## src/rtl/btn_event_ctrl.sv

```systemverilog
// btn_event_ctrl: per-button press/auto-repeat FSMs feeding one pending slot per
// button, drained by a fixed-priority arbiter onto a single valid/ready event port.
module btn_event_ctrl #(
  parameter int                 NUM_BTN       = 5,
  parameter int                 ID_W          = 3,
  parameter int                 HOLD_CYCLES   = 50_000_000,
  parameter int                 REPEAT_CYCLES = 10_000_000,
  parameter int                 CNT_W         = 26,
  parameter logic [NUM_BTN-1:0] REPEAT_MASK   = {NUM_BTN{1'b1}}
) (
  input  logic               clk,
  input  logic               rst,
  input  logic [NUM_BTN-1:0] btn_level,
  input  logic               repeat_en,
  input  logic               ovr_clr,
  input  logic               evt_ready,
  output logic               evt_valid,
  output logic [ID_W-1:0]    evt_id,
  output logic               evt_repeat,
  output logic [NUM_BTN-1:0] btn_held,
  output logic               overrun
);

  typedef enum logic [1:0] {ST_IDLE, ST_HOLD, ST_REPEAT} state_e;

  localparam logic [CNT_W-1:0] HOLD_TC = CNT_W'(HOLD_CYCLES - 1);
  localparam logic [CNT_W-1:0] REP_TC  = CNT_W'(REPEAT_CYCLES - 1);

  state_e             state_q [NUM_BTN];
  state_e             state_d [NUM_BTN];
  logic [CNT_W-1:0]   cnt_q   [NUM_BTN];
  logic [CNT_W-1:0]   cnt_d   [NUM_BTN];
  logic [NUM_BTN-1:0] prev_q, prev_d;
  logic [NUM_BTN-1:0] pending_q, pending_d;
  logic [NUM_BTN-1:0] pend_rep_q, pend_rep_d;
  logic [NUM_BTN-1:0] btn_held_q, btn_held_d;
  logic               evt_valid_q, evt_valid_d;
  logic [ID_W-1:0]    evt_id_q, evt_id_d;
  logic               evt_repeat_q, evt_repeat_d;
  logic               overrun_q, overrun_d;

  logic [NUM_BTN-1:0] press, rep_ok, raise, raise_rep, drain, drop;
  logic               load;

  assign prev_d = btn_level;
  assign press  = btn_level & ~prev_q;
  assign rep_ok = {NUM_BTN{repeat_en}} & REPEAT_MASK;

  // A release always takes priority over a terminal count in the same cycle.
  always_comb begin
    raise      = '0;
    raise_rep  = '0;
    btn_held_d = '0;
    for (int i = 0; i < NUM_BTN; i++) begin
      state_d[i] = state_q[i];
      cnt_d[i]   = cnt_q[i];
      case (state_q[i])
        ST_IDLE: begin
          if (press[i]) begin
            state_d[i] = ST_HOLD;
            cnt_d[i]   = '0;
            raise[i]   = 1'b1;
          end
        end
        ST_HOLD: begin
          if (!btn_level[i]) begin
            state_d[i] = ST_IDLE;
            cnt_d[i]   = '0;
          end else if (cnt_q[i] == HOLD_TC) begin
            if (rep_ok[i]) begin
              state_d[i]   = ST_REPEAT;
              cnt_d[i]     = '0;
              raise[i]     = 1'b1;
              raise_rep[i] = 1'b1;
            end
          end else begin
            cnt_d[i] = cnt_q[i] + 1'b1;
          end
        end
        ST_REPEAT: begin
          if (!btn_level[i]) begin
            state_d[i] = ST_IDLE;
            cnt_d[i]   = '0;
          end else if (cnt_q[i] == REP_TC) begin
            cnt_d[i]     = '0;
            raise[i]     = rep_ok[i];
            raise_rep[i] = rep_ok[i];
          end else begin
            cnt_d[i] = cnt_q[i] + 1'b1;
          end
        end
        default: begin
          state_d[i] = ST_IDLE;
          cnt_d[i]   = '0;
        end
      endcase
      btn_held_d[i] = (state_d[i] != ST_IDLE);
    end
  end

  // Output stage reloads from the lowest-index pending slot whenever it is free.
  always_comb begin
    load         = ~evt_valid_q | evt_ready;
    evt_valid_d  = evt_valid_q;
    evt_id_d     = evt_id_q;
    evt_repeat_d = evt_repeat_q;
    drain        = '0;
    if (load) begin
      evt_valid_d = |pending_q;
      drain       = pending_q & (~pending_q + NUM_BTN'(1));
      for (int i = NUM_BTN - 1; i >= 0; i--) begin
        if (pending_q[i]) begin
          evt_id_d     = ID_W'(i);
          evt_repeat_d = pend_rep_q[i];
        end
      end
    end
  end

  always_comb begin
    pending_d  = pending_q & ~drain;
    pend_rep_d = pend_rep_q;
    drop       = '0;
    for (int i = 0; i < NUM_BTN; i++) begin
      if (raise[i]) begin
        if (pending_q[i] && !drain[i]) begin
          drop[i] = 1'b1;
        end else begin
          pending_d[i]  = 1'b1;
          pend_rep_d[i] = raise_rep[i];
        end
      end
    end
    overrun_d = (overrun_q & ~ovr_clr) | (|drop);
  end

  always_ff @(posedge clk) begin
    if (rst) begin
      for (int i = 0; i < NUM_BTN; i++) begin
        state_q[i] <= ST_IDLE;
        cnt_q[i]   <= '0;
      end
      prev_q       <= '1;
      pending_q    <= '0;
      pend_rep_q   <= '0;
      btn_held_q   <= '0;
      evt_valid_q  <= 1'b0;
      evt_id_q     <= '0;
      evt_repeat_q <= 1'b0;
      overrun_q    <= 1'b0;
    end else begin
      for (int i = 0; i < NUM_BTN; i++) begin
        state_q[i] <= state_d[i];
        cnt_q[i]   <= cnt_d[i];
      end
      prev_q       <= prev_d;
      pending_q    <= pending_d;
      pend_rep_q   <= pend_rep_d;
      btn_held_q   <= btn_held_d;
      evt_valid_q  <= evt_valid_d;
      evt_id_q     <= evt_id_d;
      evt_repeat_q <= evt_repeat_d;
      overrun_q    <= overrun_d;
    end
  end

  assign evt_valid  = evt_valid_q;
  assign evt_id     = evt_id_q;
  assign evt_repeat = evt_repeat_q;
  assign btn_held   = btn_held_q;
  assign overrun    = overrun_q;

endmodule

```

## config.mk

```make
export PLATFORM = sky130hd
export DESIGN_NAME = btn_event_ctrl
export DESIGN_NICKNAME = d
export VERILOG_FILES = /design/src/rtl/btn_event_ctrl.sv
export SDC_FILE = /design/constraint.sdc
export NUM_CORES = 1
export LEC_CHECK = 0
export CORE_MARGIN = 2
export CORE_UTILIZATION = 45
export CTS_CLUSTER_DIAMETER = 40
export CTS_CLUSTER_SIZE = 10
export DETAILED_ROUTE_END_ITERATION = 12
export DONT_BUFFER_PORTS = 1
export PLACE_DENSITY_LB_ADDON = 0.1
export RECOVER_POWER = 50
export SLEW_MARGIN = 20
export SYNTH_ARGS = -nofsm -noshare
export SYNTH_HDL_FRONTEND = slang
export SYNTH_SLANG_ARGS = --single-unit
```

## constraint.sdc

```tcl
create_clock -name clk -period 4.8 [get_ports clk]
set_input_delay 0.72 -clock clk [delete_from_list [all_inputs] [get_ports clk]]
set_output_delay 0.72 -clock clk [all_outputs]
set_load 0.005 [all_outputs]
```

## Yosys cells after proc, flatten, opt, wreduce, memory -nomap -nowiden

Memory sizes are Yosys's and may differ from the RTL's.
Cells that the tools add are included.

| operators by class | value |
|---|---|
| reduce and logical (&&, ||, !) cells | 29 |
| add/subtract/negate cells | 6 |
| muxes and demuxes | 145 |
| bitwise operators | 26 |
| equal/unequal tests | 20 |

Operator list:

| cell | count |
|---|---|
| 2-to-1 mux 26 bit | 35 |
| one-hot mux 26 bit (3 select lines) | 5 |
| adder 26 x 1 -> 26 bit, second input constant | 5 |
| equality test 26 x 24 -> 1 bit, second input constant | 5 |
| equality test 26 bit, second input constant | 5 |
| 2-to-1 mux 2 bit | 30 |
| 2-to-1 mux 1 bit | 54 |
| one-hot mux 2 bit (3 select lines) | 5 |
| AND 5 bit | 3 |
| 2-to-1 mux 3 bit | 5 |
| inverter 5 bit | 3 |
| one-hot mux 1 bit (3 select lines) | 5 |
| bitwise OR 1 bit | 12 |
| AND reduction 2 bit | 6 |
| equality test 2 x 1 -> 1 bit, second input constant | 5 |
| equality test 2 bit, second input constant | 5 |
| logical NOT 2 bit | 5 |
| one-hot mux 1 bit (2 select lines) | 5 |
| nonzero test 2 bit | 5 |
| OR reduction 5 bit | 2 |
| inverter 1 bit | 7 |
| adder 5 x 1 -> 5 bit, second input constant | 1 |
| logical AND 1 bit | 5 |
| logical NOT 1 bit | 5 |
| 3 further kinds | 3 |

| storage, ports and cells | value |
|---|---|
| memory bits (writable) | 140 |
| memories | 2 |
| word-level logic and storage cells | 240 |
| flip-flop bits (word level) | 26 |
| output and inout port bits | 11 |

Memories:

| memory | words | width | rd ports | clocked after memory_dff | write ports | line | RTL |
|---|---|---|---|---|---|---|---|
| cnt_q | 5 | 26 | 5 | 0 | 5 | 31 | `logic [CNT_W-1:0] cnt_q [NUM_BTN];` |
| state_q | 5 | 2 | 5 | 0 | 5 | 29 | `state_e state_q [NUM_BTN];` |

## Logic depth before layout (Yosys ltp)

Gate-level depths: netlist of the first run.

| depth | value |
|---|---|
| depth after elaboration | 10 |
| mapped depth | 9 |
| depth with buffers taken out | 8 |

## Least setup slack after synthesis of the first run

Ideal clock, no wire load.

| path | value |
|---|---|
| kind | input to register |
| start | in btn_level[4] |
| end | mem cnt_q[4][20] (netlist: cnt_q[0][124]) |
| setup time | 128 ps |
| required time | 4672 ps |
| stages on the path | 7 |
| data arrival time | 2408 ps |
| buffers on the path | 1 |
| slack | 2264 ps |
| cells stage by stage | buf_2 -> nand2b_1 -> a2111oi_0 -> and3_1 -> and4_1 -> xnor2_1 -> nor2_1 |

RTL lines:

| what | line | RTL |
|---|---|---|
| from (decl) | 13 | `input logic [NUM_BTN-1:0] btn_level,` |
| to (decl) | 31 |  |

==> flow_summary.json, run 1 <==
{
  "yosysWarnings": 0,
  "grt_usage": 0.197,
  "cts.path.max_buffers": 2,
  "setup_tns_ns": 0,
  "syn_nets": 1085,
  "ys_ff_latch": 166,
  "vias": 7220,
  "slew_violations": 0,
  "gp_congestion": 0.799,
  "ys_types": 71,
  "drt-total-wl_um": 19300,
  "grt-ovfl-total": 0,
  "fillers": 1819,
  "cap_violations": 0,
  "use_met2": 0.317,
  "rsz0062_at_grt": "no",
  "regToRegSetupSlack_ns": 1.66,
  "post-route-min-period_ns": 3.14,
  "ys.flop_type": "dfxtp_1",
  "cts_resized": 0,
  "r2r_end": "cnt_q[0][85]$_SDFFE_PP0P_",
  "start_util": 0.463,
  "peakVddDrop_mv": 0.272,
  "endpoint_kind": "register",
  "multi_input_area_um2": 5090,
  "die_h_um": 143,
  "clock_sinks": 166,
  "io_buffer_count": 0,
  "top_usage_layer": "met2",
  "cts_tree": "yes",
  "hp-class": "primary input to register",
  "ff_latch_area_um2": 3320,
  "drc": 0,
  "worstRegToRegCells": 9,
  "final_nets": 1077,
  "diodes": 0,
  "hpwlAfterDp_um": 13500,
  "postCtsSetupBuffers": 0,
  "hold_viol_final": 0,
  "syn_to_final_growth_pct": 9.81,
  "die_w_um": 143,
  "critPathLaunch": "cnt_q[0][78]$_SDFFE_PP0P_",
  "leakagePower_nw": 3.22,
  "drt_iter0_markers": 469,
  "grt_max_degree": 39,
  "synth_edf_count": 0,
  "met3_usage": 0.0496,
  "drtAntennaViolNets": 0,
  "synth_area_per_cell_um2": 8.31,
  "hold_buffers": 0,
  "critPathMaxFanout": 16,
  "setup.worst_path.start_class": "register",
  "slew_headroom": 0.243,
  "hp-start": "rst",
  "required_ns": 5.16,
  "status": "finished, final reports clean",
  "drt-pass1-iter-count": 5,
  "finClkSkew_ns": 0.00984,
  "h-tree-depth": 4,
  "row_count": 50,
  "power_mw": 3.05,
  "async_reset_ff_frac": 0,
  "ys_seq_area_frac": 0.381,
  "fin_crit_sh": 0.654,
  "fmax_mhz": 319,
  "cts_buffers": 17,
  "power_density_nw_per_um2": 319,
  "holdPathEnd": "pending_q[0]$_SDFF_PP0_",
  "grtUsageMet1": 0.266,
  "r2r-start": "cnt_q[0][78]$_SDFFE_PP0P_",
  "worstSetupPathType": "register to register",
  "fp.coreArea_um2": 18800,
  "synthCells": 1050,
  "die_area_um2": 20500,
  "setup_violations": 0,
  "cts_root_buf": "clkbuf_16",
  "syn-cell-area_um2": 8720,
  "routedWlPerCell_um": 14.7,
  "vias_per_cell": 5.49,
  "hold_depth": 1,
  "grt_pass1_wl_um": 32900,
  "clkSlewWorstSetupHoldPaths_ns": 0.06,
  "worst_pin_slew_ns": 1.11,
  "num_io_pins": 21,
  "layout-drive-gt1-share": 0.0503,
  "antenna_found_initial": 0,
  "grt_pass1_vias": 6743,
  "worst_skew_pair.late_latency_ns": 0.43,
  "cp.arrival_ns": 3.50
}
[how the worst max path moves through the flow]
stage	endpoint	depth (start not counted)	slack, ns
floorplan	cnt_q[0][124]$_SDFFE_PP0P_	7	2.26
global placement	cnt_q[0][21]$_SDFFE_PP0P_	8	2.00
detailed placement	cnt_q[0][5]$_SDFFE_PP0P_	8	1.90
CTS	cnt_q[0][5]$_SDFFE_PP0P_	8	1.81
global route	cnt_q[0][85]$_SDFFE_PP0P_	9	1.22
finish	cnt_q[0][85]$_SDFFE_PP0P_	9	1.66
[report_power, final]
part	leakage, nW	total [mW]	switching, mW	internal [mW]
Combinational	1.57	0.131	0.0891	0.0421
Sequential	1.34	1.41	0.0170	1.39
Clock	0.315	1.51	0.563	0.949
[synthesized netlist by cell type (6+ instances only)]
cell type	instances	area share
nor4bb_1	8	0.0092
xnor2_1	49	0.049
nor4_1	15	0.011
nand2b_1	8	0.0057
or2_2	10	0.0072
a21oi_1	36	0.021
ha_1	25	0.036
inv_1	34	0.015
and2_1	12	0.0086
nor3_1	34	0.020
o21ai_0	27	0.015
xor2_1	64	0.064
and4_1	14	0.014
nand2_1	78	0.034
nor3b_1	7	0.0060
nand3_1	59	0.034
clkbuf_1	28	0.012
nor4b_1	10	0.010
and3_1	22	0.016
or3_1	9	0.0065
nor2_1	154	0.066
nand4b_1	6	0.0060
nor2b_1	7	0.0050
mux2i_1	6	0.0069
nand4_1	60	0.043
dfxtp_1	166	0.38
or4_1	6	0.0052
a211oi_1	9	0.0077
and4b_1	8	0.0092
a31oi_1	8	0.0057
[flip-flops by register name, summed over array words and instances, names as in the netlist]
name and cells:
cnt_q 130, state_q 10, btn_held 5, pend_rep_q 5
pending_q 5, prev_q 5, evt_id 3, evt_repeat 1
evt_valid 1, overrun 1
[layer usage]
metal,part of all wire,vias up,wire [um]
li1,-,3745,-
met1,0.50,3356,9640
met2,0.45,103,8680
met3,0.042,16,807
met4,0.0092,0,178
met5,0,-,0
[layout make-up]
cell class / count / share of cell area
multi-input combinational: 813 / 0.531
timing repair buffer: 8 / 0.00510
clock buffer: 19 / 0.0473
tap: 260 / 0.0340
inverter: 36 / 0.0142
clock inverter: 12 / 0.0210
sequential: 166 / 0.347
[cell usage in the layout (no fill, tap or decap), types with 11 or more instances in the layout]
master / n
dfxtp_1: 166
nor2_1: 154
nand2_1: 78
xor2_1: 64
nand4_1: 60
nand3_1: 59
xnor2_1: 49
a21oi_1: 36
inv_1: 35
nor3_1: 34
o21ai_0: 30
ha_1: 25
and3_1: 22
clkbuf_16: 17
nor4_1: 16
and4_1: 14
and2_1: 11
[critical path, cell delays in order (launching register included)]
cell      delay (ns)
dfxtp_1         0.39
ha_1            0.18
and2_0          0.19
nand4_1         0.21
nor4_1          0.27
clkbuf_1        0.51
or2_0           0.41
o21ai_0         0.44
buf_4           0.35
a21oi_1         0.12
[through the flow]
step	hold slack [ns]	std cells	util	cell area (um2)	setup slack (ns)
3_3_place_gp	0.442	1283	0.475	8950	2.00
5_1_grt	0.347	1314	0.509	9580	1.22
4_1_cts	0.350	1314	0.510	9610	1.81
6_report	0.372	1314	0.509	9580	1.66
2_1_floorplan	0.432	1050	-	8720	2.26
3_5_place_dp	0.443	1283	0.476	8950	1.90
[kinds of logic after synthesis]
kind of cell             after synthesis  share of synthesized area
AO/OA/AOI/OAI                        130                      0.100
XOR/XNOR                             113                      0.113
adder cells (fa/ha/maj)               25                     0.0359
buffers and inverters                 71                     0.0339
flip-flops                           166                      0.381
multiplexers                           6                    0.00689
AND/OR/NAND/NOR                      539                      0.329
No activity file was read; power rests on OpenSTA's default activity.
==> inputs of run 2 (changes only) <==
==> constraint.sdc (replaced) <==
create_clock -name clk -period 2.5 [get_ports clk]
set_input_delay 0.375 -clock clk [delete_from_list [all_inputs] [get_ports clk]]
set_output_delay 0.375 -clock clk [all_outputs]
set_load 0.005 [all_outputs]
==> run 2 against run 1 <==
- flip-flop and latch count unchanged
- clock power increased by 77%
- critical path depth shrank 2
- clock-buffer cell count increased by 4
- utilization grew 2.1 points
- clock skew down 0.00088 ns
- final cell count increased by 3.9%
- global-route usage increased by 0.87 points
- non-clock buffer count rose by 50
- first-iteration DRC count increased by 2.1%
- combinational power rose by 140%
- critical endpoint is now cnt_q[0][47]$_SDFFE_PP0P_
- largest cell class unchanged
==> flow_summary.json, run 2 (synthesis results as in run 1) <==
{
  "setup_violations": 0,
  "status": "finished, final reports clean",
  "critPathMaxFanout": 12,
  "num_io_pins": 21,
  "fin_crit_sh": 0.998,
  "worstRegToRegCells": 7,
  "antenna_found_initial": 0,
  "worst_skew_pair.late_latency_ns": 0.43,
  "slowest_delay_ns": 0.56,
  "regToRegSetupSlack_ns": 0.004,
  "cts_tree": "yes",
  "drc": 0,
  "diodes": 0,
  "rsz0062_at_grt": "yes",
  "die_area_um2": 20500,
  "grt_usage": 0.206,
  "grt_pass1_wl_um": 34200,
  "hpwlAfterDp_um": 14000,
  "post-route-min-period_ns": 2.50,
  "cp.arrival_ns": 2.85,
  "start_util": 0.463,
  "grt-ovfl-total": 0,
  "power_mw": 5.70,
  "place_inst": 1319,
  "cts.path.max_buffers": 2,
  "hp-class": "primary input to register",
  "drtAntennaViolNets": 0,
  "vias": 7437,
  "grt_pass1_vias": 6985,
  "cts_root_buf": "clkbuf_16",
  "gp_congestion": 0.830,
  "setup_tns_ns": 0,
  "power_density_nw_per_um2": 572,
  "required_ns": 2.86,
  "peakVddDrop_mv": 0.459,
  "crit_slowest_cell": "o41a_4",
  "final_nets": 1128,
  "worstSetupPathType": "register to register",
  "drt-total-wl_um": 20200,
  "die_w_um": 143,
  "cap_violations": 0,
  "drt_iter0_markers": 479,
  "final_cell_mix": "dfxtp_1, nor2_1, nand2_1",
  "finClkSkew_ns": 0.00897,
  "worst_pin_slew_ns": 0.736,
  "h-tree-depth": 4,
  "critPathBufInv": 2,
  "routedWlPerCell_um": 14.8,
  "cts_buffers": 17,
  "clkSlewWorstSetupHoldPaths_ns": 0.06,
  "clock_sinks": 166,
  "slew_headroom": 0.508,
  "layout-drive-gt1-share": 0.0878,
  "leakagePower_nw": 3.45,
  "layout_commonest_cell": "dfxtp_1",
  "top_regs": "cnt_q x130, state_q x10",
  "fp.coreArea_um2": 18800,
  "drt-pass1-iter-count": 7,
  "hold_viol_final": 0,
  "crit_cells": 7,
  "row_count": 50,
  "io_buffer_count": 0,
  "largest-register": "cnt_q",
  "die_h_um": 143,
  "vias_per_cell": 5.45,
  "grt_max_degree": 34,
  "endpoint_kind": "register",
  "largest_reg_flops": 130,
  "slew_violations": 0,
  "hold_depth": 1,
  "setup.worst_path.start_class": "register",
  "fmax_mhz": 401,
  "syn_to_final_growth_pct": 14.3,
  "crit_chain": "or4_1 -> or4_4 -> o41a_4 -> clkinv_2 -> o21ai_4 -> buf_12 -> a31oi_1",
  "fillers": 1792,
  "fin_cells": 1365,
  "fin_util": 0.529,
  "crit_family": "simple AND/OR/NAND/NOR gates",
  "holdWs_ns": 0.0286
}
## run 2: cell count changes in the layout (fill, tap and decap cells not counted), moves of 2 or more
cell and change:
clkbuf_4 +5, clkinv_4 -2, bufinv_16 -2, dlygate4sd3_1 +5, buf_4 +34, buf_12 +3, clkbuf_1 +6
## run 2: layer usage
metal  share of wire  vias up  track usage
met5               0        -            0
met4           0.016        0       0.0660
met3           0.037       22       0.0473
met2            0.45      122        0.323
met1            0.50     3441        0.279
li1                -     3852            -
## run 2: power by group
part | switching, mW | leakage [nW] | internal [mW]
clock network | 1.06 | 0.283 | 1.62
registers | 0.0290 | 1.34 | 2.68
logic | 0.195 | 1.83 | 0.120
total | 1.29 | 3.45 | 4.41
## run 2: what timing repair did
item | in CTS | in global routing
hold endpoints to repair | 4 | 2
cloned | 1 | 0
gates resized for setup | 1 | 2
hold buffers | 3 | 2
pin swaps | 2 | 13
buffers inserted | 1 | 8
setup endpoints to repair | 25 | 70
## run 2: metrics by stage
| stage | setup WS (ns) | instance area, um2 |
|---|---|---|
| global route | -0.0646 | 9970 |
| global placement | -0.0605 | 9220 |
| finish | 0.00442 | 9970 |
| CTS | 0.0149 | 9880 |
| floorplan | 0.155 | 8720 |
| detailed placement | -0.133 | 9220 |
## run 2: final timing paths
| check | from | end |
|---|---|---|
| hold / removal | rst | cnt_q[0][107]$_SDFFE_PP0P_ |
| hold reg to reg | pend_rep_q[2]$_SDFFE_PP0P_ | pend_rep_q[2]$_SDFFE_PP0P_ |
| setup / recovery | cnt_q[0][37]$_SDFFE_PP0P_ | cnt_q[0][47]$_SDFFE_PP0P_ |
| setup reg to reg | cnt_q[0][37]$_SDFFE_PP0P_ | cnt_q[0][47]$_SDFFE_PP0P_ |
## run 2: final cells by class
class / instances / area, um2 / area share
Clock inverter: 8 / 124 / 0.0124
Sequential cell: 166 / 3320 / 0.333
Multi-Input combinational cell: 814 / 5120 / 0.514
Clock buffer: 23 / 468 / 0.0469
Timing Repair Buffer: 58 / 470 / 0.0472
Inverter: 36 / 136 / 0.0137
Tap cell: 260 / 325 / 0.0326
## run 2: worst reg2reg max path, stage by stage (launching register included)
cell	delay (ns)
dfxtp_1	0.31
or4_1	0.51
or4_4	0.54
o41a_4	0.56
clkinv_2	0.13
o21ai_4	0.07
buf_12	0.17
a31oi_1	0.13
==> inputs of run 3 (changes only) <==
--- a/config.mk
+++ b/config.mk
@@ -5,6 +5,7 @@
 export SDC_FILE = /design/constraint.sdc
 export NUM_CORES = 1
 export LEC_CHECK = 0
+export CAP_MARGIN = 20
 export CORE_MARGIN = 2
 export CORE_UTILIZATION = 45
 export CTS_CLUSTER_DIAMETER = 40
==> results of run 3 <==
The final DEF is identical to that of run 2; final timing and power are the same.
